**src/rtl/cordic_iter_hs.sv**
```systemverilog
// ---------------------------------------------------------------------------
// cordic_iter_hs
//
// Iterative CORDIC engine with a valid/ready handshake on both sides. One
// operand set is processed at a time: it is quadrant-corrected (PRE), then
// rotated ITER times at one micro-rotation per clock (ROT), then gain
// compensated and saturated (SCALE). The result is held in DONE until the
// consumer takes it.
//
// Modes (sampled at accept):
//   mode = 0  rotation  : rotate (x,y) by angle z, z driven towards 0
//   mode = 1  vectoring : rotate (x,y) onto the +x axis, z accumulates angle
//
// Ports:
//   clk, rst_n            clock (rising edge), async active-low reset
//   clr                   synchronous flush, aborts any transaction
//   in_valid / in_ready   operand handshake (in_ready only in IDLE)
//   mode                  0 = rotation, 1 = vectoring
//   x_in, y_in, z_in      signed Q(WIDTH-FRAC).FRAC operands, z in radians
//   out_valid / out_ready result handshake (out_valid only in DONE)
//   x_out, y_out, z_out   signed results, same format as operands
//   ovf                   x_out or y_out saturated in the current result
//
// Latency: out_valid rises ITER+2 clocks after the accepting edge.
// ---------------------------------------------------------------------------
module cordic_iter_hs #(
  parameter int WIDTH = 32,
  parameter int FRAC  = 24,
  parameter int ITER  = 16
) (
  input  logic                    clk,
  input  logic                    rst_n,
  input  logic                    clr,
  input  logic                    in_valid,
  output logic                    in_ready,
  input  logic                    mode,
  input  logic signed [WIDTH-1:0] x_in,
  input  logic signed [WIDTH-1:0] y_in,
  input  logic signed [WIDTH-1:0] z_in,
  output logic                    out_valid,
  input  logic                    out_ready,
  output logic signed [WIDTH-1:0] x_out,
  output logic signed [WIDTH-1:0] y_out,
  output logic signed [WIDTH-1:0] z_out,
  output logic                    ovf
);

  // x/y carry two guard integer bits so the CORDIC gain (~1.65) and the
  // vector growth of the first iterations cannot wrap before scaling.
  localparam int XW = WIDTH + 2;
  // Full product width of an XW-bit operand times a WIDTH-bit constant.
  localparam int PW = XW + WIDTH;
  // All angle/gain constants are stored with 30 fractional bits and
  // truncated down to FRAC bits.
  localparam int SH = 30 - FRAC;
  localparam int CW = 5;

  localparam logic [63:0] PI_RAW  = 64'h00000000_C90FDAA2;
  localparam logic [63:0] HPI_RAW = 64'h00000000_6487ED51;
  localparam logic [63:0] K_RAW   = 64'h00000000_26DD3B6A;

  localparam logic signed [WIDTH-1:0] PI_C   = WIDTH'(PI_RAW >> SH);
  localparam logic signed [WIDTH-1:0] HPI_C  = WIDTH'(HPI_RAW >> SH);
  localparam logic signed [WIDTH-1:0] NHPI_C = -HPI_C;
  localparam logic signed [WIDTH-1:0] K_C    = WIDTH'(K_RAW >> SH);

  localparam logic signed [PW-1:0] SAT_MAX = {{(PW-WIDTH+1){1'b0}}, {(WIDTH-1){1'b1}}};
  localparam logic signed [PW-1:0] SAT_MIN = {{(PW-WIDTH+1){1'b1}}, {(WIDTH-1){1'b0}}};
  localparam logic signed [PW-1:0] RND_C   = {{(PW-FRAC){1'b0}}, 1'b1, {(FRAC-1){1'b0}}};

  localparam logic [CW-1:0] LAST_ITER = CW'(ITER - 1);

  typedef enum logic [2:0] {
    IDLE,
    PRE,
    ROT,
    SCALE,
    DONE
  } state_t;

  state_t state;

  logic [CW-1:0]           cnt;
  logic                    mode_r;
  logic signed [XW-1:0]    x_r, y_r;
  logic signed [WIDTH-1:0] z_r;

  logic signed [XW-1:0]    x_pre, y_pre;
  logic signed [WIDTH-1:0] z_pre;

  logic signed [XW-1:0]    x_sh, y_sh, x_rot, y_rot;
  logic signed [WIDTH-1:0] z_rot, atan_v;
  logic                    dir_pos;

  logic signed [PW-1:0]    x_prod, y_prod, x_scl, y_scl;
  logic signed [WIDTH-1:0] x_sat, y_sat;
  logic                    x_ovf, y_ovf;

  // atan(2^-i) scaled by 2^30, truncated.
  function automatic logic [31:0] atan_raw(input logic [CW-1:0] i);
    case (i)
      5'd0:    atan_raw = 32'h3243F6A8;
      5'd1:    atan_raw = 32'h1DAC6705;
      5'd2:    atan_raw = 32'h0FADBAFC;
      5'd3:    atan_raw = 32'h07F56EA6;
      5'd4:    atan_raw = 32'h03FEAB76;
      5'd5:    atan_raw = 32'h01FFD55B;
      5'd6:    atan_raw = 32'h00FFFAAA;
      5'd7:    atan_raw = 32'h007FFF55;
      5'd8:    atan_raw = 32'h003FFFEA;
      5'd9:    atan_raw = 32'h001FFFFD;
      5'd10:   atan_raw = 32'h000FFFFF;
      5'd11:   atan_raw = 32'h0007FFFF;
      5'd12:   atan_raw = 32'h0003FFFF;
      5'd13:   atan_raw = 32'h0001FFFF;
      5'd14:   atan_raw = 32'h0000FFFF;
      5'd15:   atan_raw = 32'h00007FFF;
      5'd16:   atan_raw = 32'h00003FFF;
      5'd17:   atan_raw = 32'h00001FFF;
      5'd18:   atan_raw = 32'h00000FFF;
      5'd19:   atan_raw = 32'h000007FF;
      5'd20:   atan_raw = 32'h000003FF;
      5'd21:   atan_raw = 32'h000001FF;
      5'd22:   atan_raw = 32'h000000FF;
      5'd23:   atan_raw = 32'h0000007F;
      default: atan_raw = 32'h00000000;
    endcase
  endfunction

  // Clamp a scaled product into WIDTH bits; MSB of the result flags a clamp.
  function automatic logic [WIDTH:0] saturate(input logic signed [PW-1:0] v);
    if (v > SAT_MAX) begin
      saturate = {1'b1, SAT_MAX[WIDTH-1:0]};
    end else if (v < SAT_MIN) begin
      saturate = {1'b1, SAT_MIN[WIDTH-1:0]};
    end else begin
      saturate = {1'b0, v[WIDTH-1:0]};
    end
  endfunction

  // Quadrant pre-correction: a 180 degree flip brings the problem into the
  // +/- pi/2 convergence range of the micro-rotation sequence.
  always_comb begin
    x_pre = x_r;
    y_pre = y_r;
    z_pre = z_r;
    if (!mode_r) begin
      if (z_r > HPI_C) begin
        x_pre = -x_r;
        y_pre = -y_r;
        z_pre = z_r - PI_C;
      end else if (z_r < NHPI_C) begin
        x_pre = -x_r;
        y_pre = -y_r;
        z_pre = z_r + PI_C;
      end
    end else if (x_r[XW-1]) begin
      x_pre = -x_r;
      y_pre = -y_r;
      // The flip angle sign follows the original y so z lands near +/-pi.
      z_pre = y_r[XW-1] ? (z_r - PI_C) : (z_r + PI_C);
    end
  end

  // One micro-rotation for the current iteration index.
  always_comb begin
    atan_v  = WIDTH'(atan_raw(cnt) >> SH);
    x_sh    = x_r >>> cnt;
    y_sh    = y_r >>> cnt;
    dir_pos = mode_r ? y_r[XW-1] : ~z_r[WIDTH-1];
    if (dir_pos) begin
      x_rot = x_r - y_sh;
      y_rot = y_r + x_sh;
      z_rot = z_r - atan_v;
    end else begin
      x_rot = x_r + y_sh;
      y_rot = y_r - x_sh;
      z_rot = z_r + atan_v;
    end
  end

  // Gain compensation with round-half-up, then clamp to WIDTH bits.
  always_comb begin
    x_prod = PW'(x_r) * PW'(K_C);
    y_prod = PW'(y_r) * PW'(K_C);
    x_scl  = (x_prod + RND_C) >>> FRAC;
    y_scl  = (y_prod + RND_C) >>> FRAC;
    {x_ovf, x_sat} = saturate(x_scl);
    {y_ovf, y_sat} = saturate(y_scl);
  end

  // Control FSM and datapath registers. clr outranks every handshake;
  // result registers are only written on the SCALE -> DONE edge so the last
  // result stays visible after the consumer takes it.
  always_ff @(posedge clk or negedge rst_n) begin
    if (!rst_n) begin
      state     <= IDLE;
      cnt       <= '0;
      mode_r    <= 1'b0;
      x_r       <= '0;
      y_r       <= '0;
      z_r       <= '0;
      x_out     <= '0;
      y_out     <= '0;
      z_out     <= '0;
      ovf       <= 1'b0;
      in_ready  <= 1'b1;
      out_valid <= 1'b0;
    end else if (clr) begin
      state     <= IDLE;
      cnt       <= '0;
      in_ready  <= 1'b1;
      out_valid <= 1'b0;
    end else begin
      case (state)
        IDLE: begin
          if (in_valid && in_ready) begin
            x_r      <= XW'(x_in);
            y_r      <= XW'(y_in);
            z_r      <= z_in;
            mode_r   <= mode;
            in_ready <= 1'b0;
            state    <= PRE;
          end
        end
        PRE: begin
          x_r   <= x_pre;
          y_r   <= y_pre;
          z_r   <= z_pre;
          cnt   <= '0;
          state <= ROT;
        end
        ROT: begin
          x_r <= x_rot;
          y_r <= y_rot;
          z_r <= z_rot;
          if (cnt == LAST_ITER) begin
            state <= SCALE;
          end else begin
            cnt <= cnt + 1'b1;
          end
        end
        SCALE: begin
          x_out     <= x_sat;
          y_out     <= y_sat;
          z_out     <= z_r;
          ovf       <= x_ovf | y_ovf;
          out_valid <= 1'b1;
          state     <= DONE;
        end
        DONE: begin
          if (out_ready) begin
            out_valid <= 1'b0;
            in_ready  <= 1'b1;
            state     <= IDLE;
          end
        end
        default: begin
          state     <= IDLE;
          in_ready  <= 1'b1;
          out_valid <= 1'b0;
        end
      endcase
    end
  end

endmodule

```
**config.mk**
```make
export PLATFORM = sky130hd
export DESIGN_NAME = cordic_iter_hs
export DESIGN_NICKNAME = d
export VERILOG_FILES = /design/src/rtl/cordic_iter_hs.sv
export SDC_FILE = /design/constraint.sdc
export NUM_CORES = 2
export LEC_CHECK = 0
export BUFFER_PORTS_ARGS = -buffer_cell sky130_fd_sc_hd__buf_4
export CAP_MARGIN = 20
export CORE_UTILIZATION = 60
export CTS_CLUSTER_DIAMETER = 50
export DETAILED_ROUTE_END_ITERATION = 8
export GPL_ROUTABILITY_DRIVEN = 0
export MAX_ROUTING_LAYER = met4
export PLACE_DENSITY = 0.89
export SKIP_LAST_GASP = 1
export SYNTH_ARGS = -nofsm -noshare
export SYNTH_HDL_FRONTEND = slang
export SYNTH_SLANG_ARGS = --single-unit
```
**constraint.sdc**
```tcl
create_clock -name clk -period 7.05 [get_ports clk]
set_input_delay 1.41 -clock clk [delete_from_list [all_inputs] [get_ports clk]]
set_output_delay 1.41 -clock clk [all_outputs]
set_load 0.005 [all_outputs]
```
==> results of run 1 <==
==> stage by stage <==
step | setup WS [ns] | cell area (sq um) | hold slack [ns] | utilization, %
CTS | -0.343 | 66400 | 0.512 | 71.0
detailed placement | -0.685 | 63500 | 0.498 | 67.9
global placement | -0.355 | 63500 | 0.491 | 67.9
floorplan | 0.00173 | 57100 | 0.505 | -
==> layer usage <==
metal	global-route usage [%]	overflow
met2	70.7	0
met4	49.0	4
met3	33.1	2
met5	-	-
met1	52.5	0
==> cells by family after synthesis <==
kind of cell | count (synthesis) | synth area share (%)
adders and majority gates | 1649 | 47.8
buffers and inverters | 1689 | 11.4
AOI/OAI and AO/OA | 1132 | 12.8
and+or+nand+nor | 983 | 8.02
muxes | 214 | 5.93
xor gates and xnor gates | 316 | 4.88
DFF | 208 | 9.19
==> synth_stat cells (89+ instances only) <==
cell type  number
inv_1        1482
fa_1          863
ha_1          786
nand2_1       313
nor2_1        308
a21oi_1       296
o21ai_0       275
dfrtp_1       207
xnor2_1       207
clkbuf_1      156
a21o_1        118
xor2_1        109
mux4_2         89
==> what timing repair did <==
item                                    CTS
endpoints found under the setup margin   67
resized for setup                       290
pin swaps                               145
buffers inserted                         42
cloned                                    8
==> impl_metrics.ini, run 1 <==
[run_status]
error = [ERROR GRT-0116] Global routing finished with congestion. Check the congestion regions in the DRC Viewer.
haltStage = global routing (5_1_grt)
status = did not finish

[grt]
overflow = 6
first_global_vias = 62300
grtUsageTotal_pct = 53.0
grt_max_degree = 177
grt_pass1_wl_um = 363000

[logic_synthesis]
ys_seq_area_share_pct = 9.19
synth_area_leaders = fa_1, ha_1, inv_1, dfrtp_1, mux4_2
synthDominantCellAreaShare_pct = 30.5
synth_top_cell_by_area = fa_1
synth_edf_count = 0
syn_area_sq_um = 56700
ys_seq_elements = 208
async_flop_share_pct = 100
synth_area_per_cell_sq_um = 9.15
netlist_instances = 6191
synthesis.nets = 7942
synth_cell_types = 93
ys.flop_type = dfrtp_1
yosys_warnings = 0

[cts]
clockBufferDepth = 3
cts_root_buf = clkbuf_16
h-tree-depth = 1
ctsHoldBuffers = 0
cts.sinks = 208
cts_buffers = 31

[floorplan]
fp.dieH_um = 309
rows = 112
die_x_um = 309
ios = 201
start_util_pct = 60.6

[placed_design]
dp_hpwl_um = 159000
port_buffers = 200
place_inst = 7974
==> run 2: changes to the inputs <==
--- a/config.mk
+++ b/config.mk
@@ -7,12 +7,10 @@
 export LEC_CHECK = 0
 export BUFFER_PORTS_ARGS = -buffer_cell sky130_fd_sc_hd__buf_4
 export CAP_MARGIN = 20
-export CORE_UTILIZATION = 60
-export CTS_CLUSTER_DIAMETER = 50
+export CORE_UTILIZATION = 40
 export DETAILED_ROUTE_END_ITERATION = 8
 export GPL_ROUTABILITY_DRIVEN = 0
-export MAX_ROUTING_LAYER = met4
-export PLACE_DENSITY = 0.89
+export PLACE_DENSITY_LB_ADDON = 0.15
 export SKIP_LAST_GASP = 1
 export SYNTH_ARGS = -nofsm -noshare
 export SYNTH_HDL_FRONTEND = slang
==> constraint.sdc (replaced) <==
create_clock -name clk -period 9.15 [get_ports clk]
set_input_delay 1.83 -clock clk [delete_from_list [all_inputs] [get_ports clk]]
set_output_delay 1.83 -clock clk [all_outputs]
set_load 0.005 [all_outputs]
==> impl_metrics.ini, run 2 <==
[cts]
h-tree-depth = 2
post_cts_buffers = 0
worst_skew_pair.late_latency_ns = 0.63
cts_buffers = 34
ctsHoldBuffers = 0
cts-resized-gates = 0
cts_tree = yes
cts.sinks = 208
cts_root_buf = clkbuf_16
clockBufferDepth = 3
cts.clk_slew.worst_paths_ns = 0.06

[worst_setup_path]
rrSetupSlack_ns = 0.73
crit_type = flop to flop
critPathCaptureType = flop
worstPathMaxFanout = 32
startpoint_type = flop
required_ns = 9.69
arrival_ns = 8.95

[timing]
setup_tns_ns = 0
setup_viol = 0
skew_ns = 0.0521
min_period_ns = 8.42
timing.final.crit_share_pct = 92.0
fmax_ghz = 0.119
worst_pin_slew_ns = 1.06
rsz0062_at_grt = no
drv_slew = 0
relSlewSlack_pct = 29.2
hold_viol_final = 0

[logic_synthesis]
synth_edf_count = 0
synthDominantCellAreaShare_pct = 30.5
syn_area_sq_um = 56700
yosys_warnings = 0
synth_most_common_cell = inv_1
async_flop_share_pct = 100
synth_cell_types = 93
ys_seq_elements = 208
synth_common_cells = inv_1, fa_1, ha_1, nand2_1, nor2_1
synth_area_per_cell_sq_um = 9.15
netlist_instances = 6191
ys_seq_area_share_pct = 9.19
ys.flop_type = dfrtp_1
synthesis.nets = 7942
synth_area_leaders = fa_1, ha_1, inv_1, dfrtp_1, mux4_2
synth_top_cell_by_area = fa_1

[grt]
first_global_vias = 46200
antenna_found_initial = 2
overflow = 0
grtUsageTotal_pct = 25.8
grt_max_degree = 108
grt_pass1_wl_um = 281000

[flow_run]
maxCapViolCount = 0

[floorplan]
rows = 137
die_area_sq_um = 143000
ios = 201
fp.dieH_um = 378
die_x_um = 378
start_util_pct = 40.5
core-area_sq_um = 140000

[placed_design]
dp_hpwl_um = 150000
port_buffers = 200
dpl_cell_area_sq_um = 60800

[route]
wl_um = 180000
via_per_inst = 5.40
drc = 0
avgRoutedWirePerCell_um = 21.8
vias = 44600
ant_nets = 0
drt_iter0_drc = 3580
dr.pass1.iters = 8

[cells_and_area]
nets = 8106
final_cell_mix = inv_1, fa_1, ha_1, buf_4, nand2_1
top_regs = x_r: 34 flops, y_r: 34 flops
final_common_cell = inv_1
area_delta_synth_final_pct = 9.35
final_area_sq_um = 62000
drive_gt1_share_pct = 9.62

[min_path]
hold_class = flop to flop

[run_status]
status = complete, no violations
run 2: cell counts after synthesis:
Identical to the previous run, type by type.
run 2: area by class of cell:
class | count | area (sq um)
clock inverters | 14 | 235
inverters | 1486 | 5580
multi-input cells | 4294 | 45100
fillers | 13900 | 78100
well taps | 1876 | 2350
repair buffers | 331 | 2530
diodes | 2 | 5.00
flip-flops and latches | 208 | 5220
clock buffers | 47 | 950
run 2: layer usage:
metal  global-route usage (%)  part of all wire (%)  vias up
met3                     3.44                   5.9      204
met1                     37.0                    46    22600
met2                     41.0                    46     1322
met5                        0                0.0072        -
met4                     5.95                   2.4        2
li1                         -                     -    20500
run 2: worst max-delay path, stage by stage (launching register included):
cell and delay, ns:
dfrtp_1 0.55, inv_1 0.14, ha_1 0.51, inv_1 0.11, fa_1 0.54, inv_1 0.05
fa_1 0.51, fa_1 0.44, fa_1 0.53, fa_1 0.64, inv_1 0.09, fa_1 0.54
inv_1 0.05, ha_1 0.37, nand4_1 0.15, nor3_1 0.20, nor2_1 0.06, a211oi_1 0.39
o21ai_0 0.17, buf_4 0.19, a21oi_1 0.37, a31oi_1 0.22, a211o_1 0.33, or2_2 0.34
o31ai_1 0.41, a31oi_4 0.06, buf_12 0.22, a21oi_1 0.15
run 2: cells by family (layout without fill, tap and decap cells):
logic type / after synthesis / count (layout) / share of synthesized area (%)
buf+inv: 1689 / 1878 / 11.4
fa+ha+maj: 1649 / 1649 / 47.8
compound gates: 1132 / 1132 / 12.8
simple gates: 983 / 983 / 8.02
xor+xnor: 316 / 316 / 4.88
mux: 214 / 214 / 5.93
flops: 208 / 208 / 9.19
other cells: 0 / 2 / 0
run 2: path summary, 6_finish.rpt:
path | from | endpoint | cells past startpoint
max | y_r[12]$_DFFE_PN0P_ | y_out[9]$_DFFE_PN0P_ | 27
min | z_out[28]$_DFFE_PN0P_ | z_out[28]$_DFFE_PN0P_ | 1
max reg2reg | y_r[12]$_DFFE_PN0P_ | y_out[9]$_DFFE_PN0P_ | 27
min reg2reg | z_out[28]$_DFFE_PN0P_ | z_out[28]$_DFFE_PN0P_ | 1
max in group asynchronous | rst_n | cnt[0]$_DFFE_PN0P_ | 2
min in group asynchronous | rst_n | x_out[29]$_DFFE_PN0P_ | 1
run 2: metrics by stage:
step / worst slack (ns) / hold WS [ns] / utilization [%] / cells
6_report: 0.735 / 0.503 / 44.2 / 8258
4_1_cts: 0.783 / 0.509 / 44.2 / 8256
2_1_floorplan: 1.39 / 0.505 / - / 6191
3_5_place_dp: 0.790 / 0.498 / 43.4 / 8195
5_1_grt: 0.325 / 0.517 / 44.2 / 8257
3_3_place_gp: 0.978 / 0.493 / 43.4 / 8195
Power of run 2 is left out: the tool's default activity adds up to more than one toggle a clock period on the data nets, which glitch-free logic cannot reach.
